`src/rtl/arbiter_pkg.sv`:
```
// ----------------------------------------------------------------------------
// arbiter_pkg
//
// Purpose:
//   Shared constants, types and helpers for the 4-way round-robin arbiter
//   (rr_arbiter_4) and its one-hot grant decoder (decoder_2_to_4).
//
// Contents:
//   N_REQ       number of requesters (4)
//   IDX_W       width of a requester index (2)
//   idx_t       requester index type
//   req_t       request / grant vector type
//   arb_state_t arbiter state encoding (S_IDLE, S_GRANT)
//   idx_add     mod-N_REQ index addition used by the rotating priority search
// ----------------------------------------------------------------------------
package arbiter_pkg;

    localparam int N_REQ = 4;
    localparam int IDX_W = 2;

    typedef logic [IDX_W-1:0] idx_t;
    typedef logic [N_REQ-1:0] req_t;

    typedef enum logic {
        S_IDLE  = 1'b0,
        S_GRANT = 1'b1
    } arb_state_t;

    // N_REQ is a power of two, so plain truncating addition is the mod-N wrap
    // (3 + 1 -> 0).
    function automatic idx_t idx_add(input idx_t base, input idx_t offset);
        return idx_t'(base + offset);
    endfunction

endpackage : arbiter_pkg

```
`src/rtl/decoder_2_to_4.sv`:
```
// ----------------------------------------------------------------------------
// decoder_2_to_4
//
// Purpose:
//   Turns a 2-bit requester index into a one-hot 4-bit vector, gated by an
//   enable. Used by the arbiter to build the one-hot grant from the
//   registered grant index and grant-valid flag.
//
// Ports:
//   ena  in   1  enable; when low the output is all zero
//   in   in   2  index to decode
//   out  out  4  one-hot decode of 'in' when ena=1, else 4'b0000
// ----------------------------------------------------------------------------
module decoder_2_to_4
    import arbiter_pkg::*;
(
    input  logic             ena,
    input  logic [IDX_W-1:0] in,
    output logic [N_REQ-1:0] out
);

    for (genvar gi = 0; gi < N_REQ; gi++) begin : g_dec
        assign out[gi] = ena && (in == IDX_W'(gi));
    end

endmodule : decoder_2_to_4

```
`src/rtl/rr_arbiter_4.sv`:
```
// ----------------------------------------------------------------------------
// rr_arbiter_4
//
// Purpose:
//   Round-robin arbiter sharing one resource between 4 requesters.
//   Arbitration is registered (one edge from request to grant). A grant is
//   locked to its holder while the holder keeps its request high, up to
//   MAX_HOLD consecutive cycles; after that the grant is forced to rotate so
//   no requester starves. A holder that is the only requester is simply
//   regranted with a fresh hold count.
//
// Parameters:
//   MAX_HOLD   maximum consecutive cycles of one grant (>= 1)
//
// Ports:
//   clk        in   1  system clock, all state updates on posedge
//   rst        in   1  synchronous reset, active low
//   ena        in   1  arbiter enable; low = no new grants, current grant dropped
//   req        in   4  request vector, req[i] high while requester i wants the resource
//   gnt        out  4  one-hot grant, all zero when gnt_valid = 0
//   gnt_idx    out  2  index of current holder; holds last value when idle
//   gnt_valid  out  1  a grant is active this cycle
//   timeout    out  1  one-cycle pulse: the previous grant ended on MAX_HOLD
// ----------------------------------------------------------------------------
module rr_arbiter_4
    import arbiter_pkg::*;
#(
    parameter int MAX_HOLD = 8
) (
    input  logic             clk,
    input  logic             rst,
    input  logic             ena,
    input  logic [N_REQ-1:0] req,
    output logic [N_REQ-1:0] gnt,
    output logic [IDX_W-1:0] gnt_idx,
    output logic             gnt_valid,
    output logic             timeout
);

    // Width holds 0..MAX_HOLD; the counter itself never passes MAX_HOLD-1.
    localparam int               CNT_W    = $clog2(MAX_HOLD + 1);
    localparam logic [CNT_W-1:0] CNT_LAST = CNT_W'(MAX_HOLD - 1);

    // ------------------------------------------------------------------
    // State
    // ------------------------------------------------------------------
    arb_state_t       state_q,     state_d;
    idx_t             ptr_q,       ptr_d;       // highest-priority requester
    logic [CNT_W-1:0] count_q,     count_d;     // cycles already spent in grant - 1
    idx_t             gnt_idx_q,   gnt_idx_d;
    logic             gnt_valid_q, gnt_valid_d;
    logic             timeout_q,   timeout_d;

    // ------------------------------------------------------------------
    // Winner search: first requester at ptr, ptr+1, ... (mod 4).
    // Scanning offsets from the far end back towards ptr lets the nearest
    // requester overwrite any farther one, so the last hit is the winner.
    // ------------------------------------------------------------------
    idx_t win_idx;
    logic win_found;
    idx_t cand;

    always_comb begin
        win_idx   = ptr_q;
        win_found = 1'b0;
        cand      = ptr_q;
        for (int k = N_REQ - 1; k >= 0; k--) begin
            cand = idx_add(ptr_q, IDX_W'(k));
            if (req[cand]) begin
                win_idx   = cand;
                win_found = 1'b1;
            end
        end
    end

    // ------------------------------------------------------------------
    // Grant end detection
    // ------------------------------------------------------------------
    logic holder_req;
    logic at_limit;
    logic hold_end;

    assign holder_req = req[gnt_idx_q];
    assign at_limit   = (count_q == CNT_LAST);
    assign hold_end   = !ena || !holder_req || at_limit;

    // ------------------------------------------------------------------
    // Next-state logic
    // ------------------------------------------------------------------
    always_comb begin
        state_d     = state_q;
        ptr_d       = ptr_q;
        count_d     = count_q;
        gnt_idx_d   = gnt_idx_q;
        gnt_valid_d = gnt_valid_q;
        timeout_d   = 1'b0;

        unique case (state_q)
            S_IDLE: begin
                gnt_valid_d = 1'b0;
                if (ena && win_found) begin
                    state_d     = S_GRANT;
                    gnt_idx_d   = win_idx;
                    gnt_valid_d = 1'b1;
                    count_d     = '0;
                    ptr_d       = idx_add(win_idx, idx_t'(1));
                end
            end

            S_GRANT: begin
                if (!hold_end) begin
                    // Locked: other requests are ignored, ptr stays put.
                    count_d = count_q + CNT_W'(1);
                end else begin
                    // Only a limit-forced end while the holder still wants the
                    // resource counts as a timeout; a release or disable does not.
                    timeout_d = ena && holder_req && at_limit;
                    if (ena && win_found) begin
                        // Back-to-back handoff. ptr = holder+1 puts a timed-out
                        // holder last in the search, so it only wins if alone.
                        gnt_idx_d   = win_idx;
                        gnt_valid_d = 1'b1;
                        count_d     = '0;
                        ptr_d       = idx_add(win_idx, idx_t'(1));
                    end else begin
                        state_d     = S_IDLE;
                        gnt_valid_d = 1'b0;
                        count_d     = '0;
                    end
                end
            end

            default: begin
                state_d     = S_IDLE;
                gnt_valid_d = 1'b0;
                count_d     = '0;
            end
        endcase
    end

    // ------------------------------------------------------------------
    // Registers
    // ------------------------------------------------------------------
    always_ff @(posedge clk) begin
        if (!rst) begin
            state_q     <= S_IDLE;
            ptr_q       <= '0;
            count_q     <= '0;
            gnt_idx_q   <= '0;
            gnt_valid_q <= 1'b0;
            timeout_q   <= 1'b0;
        end else begin
            state_q     <= state_d;
            ptr_q       <= ptr_d;
            count_q     <= count_d;
            gnt_idx_q   <= gnt_idx_d;
            gnt_valid_q <= gnt_valid_d;
            timeout_q   <= timeout_d;
        end
    end

    // ------------------------------------------------------------------
    // Outputs
    // ------------------------------------------------------------------
    assign gnt_idx   = gnt_idx_q;
    assign gnt_valid = gnt_valid_q;
    assign timeout   = timeout_q;

    decoder_2_to_4 u_gnt_dec (
        .ena (gnt_valid_q),
        .in  (gnt_idx_q),
        .out (gnt)
    );

endmodule : rr_arbiter_4

```
`config.mk`:
```
export PLATFORM = sky130hd
export DESIGN_NAME = rr_arbiter_4
export DESIGN_NICKNAME = d
export VERILOG_FILES = /design/src/rtl/arbiter_pkg.sv /design/src/rtl/decoder_2_to_4.sv /design/src/rtl/rr_arbiter_4.sv
export SDC_FILE = /design/constraint.sdc
export NUM_CORES = 1
export LEC_CHECK = 0
export ABC_AREA = 0
export BUFFER_PORTS_ARGS = -buffer_cell sky130_fd_sc_hd__buf_4
export CAP_MARGIN = 40
export CORE_UTILIZATION = 40
export CTS_BUF_LIST = sky130_fd_sc_hd__clkbuf_8
export DETAILED_ROUTE_END_ITERATION = 12
export SYNTH_ARGS = -nofsm -noshare
export SYNTH_HDL_FRONTEND = slang
export SYNTH_HIERARCHICAL = 1
export SYNTH_SLANG_ARGS = --single-unit
```
`constraint.sdc`:
```
create_clock -name clk -period 1.3 [get_ports clk]
set_input_delay 0.13 -clock clk [delete_from_list [all_inputs] [get_ports clk]]
set_output_delay 0.13 -clock clk [all_outputs]
set_load 0.1 [all_outputs]
```
# Word-level counts from Yosys, hierarchy flattened

Cells that the tools add are included.

Bits in registers: 11
Input port bits: 7
Output and inout bits: 8
Logic and storage cells: 68

Reduce and logical (&&, ||, !) cells: 13
Eq/ne operators: 6
Bitwise gates (word level): 1
Add/sub/neg operators: 5
Magnitude comparators: 5
Muxes and demuxes: 32

Operator list:

| cell                                                       | number |
|---|---|
| 2-to-1 mux 2 bit                                           | 8 |
| less-than comparator 2 x 3 -> 1 bit, second input constant | 5 |
| 2-to-1 mux 1 bit                                           | 12 |
| binary-select mux 1 bit (select 2 bit)                     | 5 |
| 2-to-1 mux 4 bit                                           | 2 |
| one-hot mux 2 bit (2 select lines)                         | 2 |
| one-hot mux 4 bit (2 select lines)                         | 1 |
| logical AND 1 bit                                          | 7 |
| adder 2 x 1 -> 2 bit, second input constant                | 2 |
| adder 2 bit, second input constant                         | 2 |
| adder 4 x 1 -> 4 bit, second input constant                | 1 |
| == test 2 bit, second input constant                       | 2 |
| == test 4 x 3 -> 1 bit, second input constant              | 1 |
| one-hot mux 1 bit (2 select lines)                         | 2 |
| AND reduction 3 bit                                        | 1 |
| == test 2 x 1 -> 1 bit, second input constant              | 1 |
| zero test 1 bit                                            | 2 |
| zero test 2 bit                                            | 1 |
| logical OR 1 bit                                           | 2 |
| != test 2 x 1 -> 1 bit, second input constant              | 1 |
| != test 2 bit, second input constant                       | 1 |
| NOT 1 bit                                                  | 1 |

# Depth between registers and ports, before layout

Depth after elaboration: 11
Depth in mapped cells: 5
Mapped depth without buffers: 5

# By module

The synthesis kept the hierarchy.

By module, submodules not included:

| module         | area an instance (µm²) | times used | cells each | seq. area each (µm²) |
|---|---|---|---|---|
| rr_arbiter_4   | 590.6                  | 1          | 65         | 220.2 |
| decoder_2_to_4 | 37.5                   | 1          | 4          | 0.0 |

# Worst setup path after synthesis

No wires, ideal clock.

Path kind: reg-to-output
From: reg gnt_valid_q (netlist: gnt_valid)
To: out gnt[0]
Data required time: 1.170 ns
Buffers on the path: 0
Cell stages (with the launch flop): 2
Setup slack: -1.162 ns
Data arrival time: 2.332 ns
Cells stage by stage: dfxtp_1 nor3b_2

Longest elaborated chain between the ends: 1

Ends and longest elaborated chain:

| what                   | line                 | source |
|---|---|---|
| start, declared        | rr_arbiter_4.sv:51   | `logic gnt_valid_q, gnt_valid_d;` |
| start signal, assigned | rr_arbiter_4.sv:157  | `gnt_valid_q <= gnt_valid_d;` |
| logical AND 1 bit      | decoder_2_to_4.sv:23 | `assign out[gi] = ena && (in == IDX_W'(gi));` |
| end, declared          | rr_arbiter_4.sv:34   | `output logic [N_REQ-1:0] gnt,` |

Every way passes these cells.

# Worst setup path after layout

From: reg gnt_idx_q[1] (netlist: gnt_idx[1])
To: reg ptr_q[0]

Longest elaborated chain between the ends: 6

Ends and longest elaborated chain:

| what                                   | line                | source |
|---|---|---|
| start, declared                        | rr_arbiter_4.sv:50  | `idx_t gnt_idx_q, gnt_idx_d;` |
| start signal, assigned                 | rr_arbiter_4.sv:156 | `gnt_idx_q <= gnt_idx_d;` |
| binary-select mux 1 bit (select 2 bit) | rr_arbiter_4.sv:83  | `assign holder_req = req[gnt_idx_q];` |
| 2-to-1 mux 1 bit (implied by the code) | rr_arbiter_4.sv:83  |  |
| zero test 1 bit                        | rr_arbiter_4.sv:85  | `assign hold_end = !ena \|\| !holder_req \|\| at_limit;` |
| logical OR 1 bit (2 in series)         | rr_arbiter_4.sv:85  |  |
| != test 2 x 1 -> 1 bit (no line)       | n/a                 |  |
| end signal, assigned                   | rr_arbiter_4.sv:154 | `ptr_q <= ptr_d;` |
| end, declared                          | rr_arbiter_4.sv:48  | `idx_t ptr_q, ptr_d;` |

Every way passes these cells. The select of a mux whose other input is x is not followed.
A chain may end at the register's enable or synchronous reset.

==> metrics.md <==
| Metric | Value |
|---|---|
| Synthesized area per cell | 9.10 sq um |
| Die X | 41.6 um |
| Status | complete, but fails checks |
| Setup tns final | -0.0938 ns |
| Drt total wl | 1360 um |
| Die Y | 41.6 um |
| Final instance area | 983 sq um |
| Via density per instance | 5.22 |
| Hpwl dp | 1020 um |
| Pre-CTS WS | -0.0410 ns |
| Worst reg-to-reg setup slack | -0.04 ns |
| Vias in the first global route | 521 |
| Area contributors post-synth | dfxtp_1 35%, mux2i_1 4.8%, a211oi_1 3.6% |
| WHS Path Cells | 2 |
| Skew final | 0.00206 ns |
| FF-to-FF End | ptr_q[0] |
| Worst-Margin Slew | 0.361 ns |
| Max cap viols | 0 |
| Crit path from | gnt_idx[1] |
| #FFs+latches synth | 11 |
| Gr usage total | 17.3% |
| Worst-Skew Late Latency | 0.23 ns |
| DR iter-0 viols | 8 |
| Initial Util | 45.4% |
| FMAX | 744 MHz |
| Fillers | 109 |
| Leakage | 0.422 nW |
| Final Max Slew Viols | 0 |
| Crit. End Element | flop |
| Clk sinks | 11 |
| Worst path required time | 1.42 ns |
| First-pass GRT wire length | 2230 um |
| Worst hold slack | 0.149 ns |
| Pin count of the biggest net entering global routing | 8 |
| Die area | 1730 sq um |
| Mapped Nets | 77 |
| Port bufs | 14 |
| Final worst path period need | 1.34 ns |
| PwrDens | 1010 nW/um^2 |
| Area Overhead vs Synth | 56.6% |
| Worst hold endpoint | count_q[0] |
| Yosys warnings | 6 |
| Core area | 1380 sq um |
| Seq/Total Area, Yosys | 35.1% |
| Site row count | 13 |
| Critical Path Fanout Max | 6 |
| Mapped Cells | 69 |
| Fin util | 71.1% |
| RSZ-0062 raised after global routing | yes |
| Share of cells above drive strength 1 | 42.7% |
| CTS tree | built |
| Hold crit path type | in2reg |
| VDD IR max | 596 uV |
| Post-synthesis cell area | 628 sq um |
| Grt total ovfl | 0 |
| Root Driver | clkbuf_8 |
| Final hold vios | 0 |
| Critical Path Source Type | flop |
| CTS buffer count | 3 |
| Final ANT Viol Nets | 0 |
| CTS max path bufs | 2 |
| DRT Pass-1 Iters | 4 |
| # IOs | 15 |
| RR Startpoint | gnt_idx[1] |
| Final net count | 105 |
| N_diodes | 0 |
| Worst Reg-to-Reg Cells | 5 |
| Initial antenna violation count | 0 |
| Type of the worst setup path | reg2reg |
| Final worst slack | -0.0438 ns |
| Htree depth | 1 |
| Cell taking the most area after synthesis | dfxtp_1 |
| Final RePlAce weighted congestion | 0.817 |
| Post-DP Area | 847 sq um |
| Period utilization | 103% |
| Vias | 579 |
| WL/cell | 12.2 um |
| Synth unique cells | 32 |
| CP Data Arrival Time | 1.46 ns |
| Hold_sp | rst |
| Clock transition at path regs | 0.05 ns |
| Post-synth top area share | 35.1% |
| Hold_buf cts | 0 |
| Drt drc | 0 |
| Slew HR | 75.8% |
| Final setup fails | 3 |
| Failing checks | negative setup slack |
==> cell type report <==
class	instances	area, sq um	area share [%]
Tap cell	15	18.8	1.91
Multi-Input combinational cell	54	447	45.4
Sequential cell	11	231	23.5
Clock buffer	3	41.3	4.20
Clock inverter	1	3.75	0.382
Inverter	4	15.0	1.53
Timing Repair Buffer	23	226	23.0
==> worst max-delay path: stages (launching register included) <==
cell	delay [ns]
dfxtp_4	0.35
nand3b_1	0.21
o22ai_4	0.21
a21boi_4	0.11
buf_4	0.15
o211a_1	0.20
==> routing by layer <==
layer  GRT usage (%)  vias to the layer above  wire, um
met5               0                        -         0
met4            9.68                        0        31
met3            6.52                        5        50
met2            25.9                       10       597
met1            21.0                      254       680
li1                -                      310         -
==> how the worst max path moves through the flow <==
| stage | slack (ns) | end |
|---|---|---|
| 3_3_place_gp | -0.006 | gnt_idx[1] |
| 6_report | -0.04 | ptr_q[0] |
| 3_5_place_dp | -0.04 | gnt_idx[1] |
| 4_1_cts | -0.05 | gnt_idx[1] |
| 2_1_floorplan | -0.27 | gnt[0] |
| 5_1_grt | -0.14 | gnt_idx[1] |
==> synthesized netlist by cell type <==
| cell | count |
|---|---|
| a21oi_1 | 4 |
| dfxtp_1 | 11 |
| o211a_1 | 2 |
| nor3b_2 | 1 |
| and3_2 | 1 |
| o21a_1 | 2 |
| a21boi_4 | 1 |
| o21ai_1 | 1 |
| and2_1 | 2 |
| a211o_1 | 1 |
| a32oi_1 | 1 |
| nor2b_1 | 3 |
| o41a_1 | 1 |
| o22ai_2 | 1 |
| nand3_1 | 2 |
| or3_1 | 1 |
| nand3b_1 | 1 |
| xnor2_1 | 1 |
| ha_1 | 1 |
| nor2_2 | 1 |
| mux2i_1 | 3 |
| a211oi_1 | 3 |
| inv_1 | 4 |
| nor3_4 | 1 |
| nor2_1 | 5 |
| and4_1 | 1 |
| nand2_1 | 6 |
| and3b_1 | 2 |
| or2b_1 | 1 |
| nand2b_1 | 2 |
| o21ai_0 | 1 |
| o2111ai_1 | 1 |
==> through the flow <==
stage	total power [mW]	std cells
after global routing	1.03	111
after CTS	1.01	111
after global placement	0.645	105
final	0.991	111
after detailed placement	0.647	105
after floorplan	0.569	69
==> placed cells by master, fill, tap and decap left out, drive strengths merged, types with 3 or more instances in the layout <==
master / Yosys / layout
a211oi: 3 / 3
a21oi: 4 / 4
buf: 0 / 23
clkbuf: 0 / 3
dfxtp: 11 / 11
inv: 4 / 5
mux2i: 3 / 3
nand2: 6 / 6
nor2: 6 / 6
nor2b: 3 / 3
==> cells by family (layout without fill, tap and decap cells) <==
family | count (synthesis) | after routing | synth area share (%)
flip-flops | 11 | 11 | 35.1
multiplexers | 3 | 3 | 4.78
AO/OA/AOI/OAI | 19 | 19 | 24.9
adder cells (fa/ha/maj) | 1 | 1 | 1.99
AND/OR/NAND/NOR | 30 | 30 | 29.5
XOR/XNOR | 1 | 1 | 1.39
buffers and inverters | 4 | 31 | 2.39
==> power by group <==
part | switching (mW) | leakage [nW] | internal, mW
registers | 0.0202 | 0.0920 | 0.355
logic | 0.173 | 0.303 | 0.122
clock network | 0.115 | 0.0269 | 0.206
total | 0.308 | 0.422 | 0.683
==> flip-flops by register name (all words and copies together) (netlist names) <==
register,flops
count_q,4
gnt_idx,2
ptr_q,2
gnt_valid,1
state_q,1
timeout,1
==> timing repair <==
action,4_1_cts,5_1_grt
endpoints found under the setup margin,7,12
pin swaps,2,6
setup buffers,2,0
cloned,0,0
resized for setup,16,0
No activity file was read; power rests on OpenSTA's default activity.
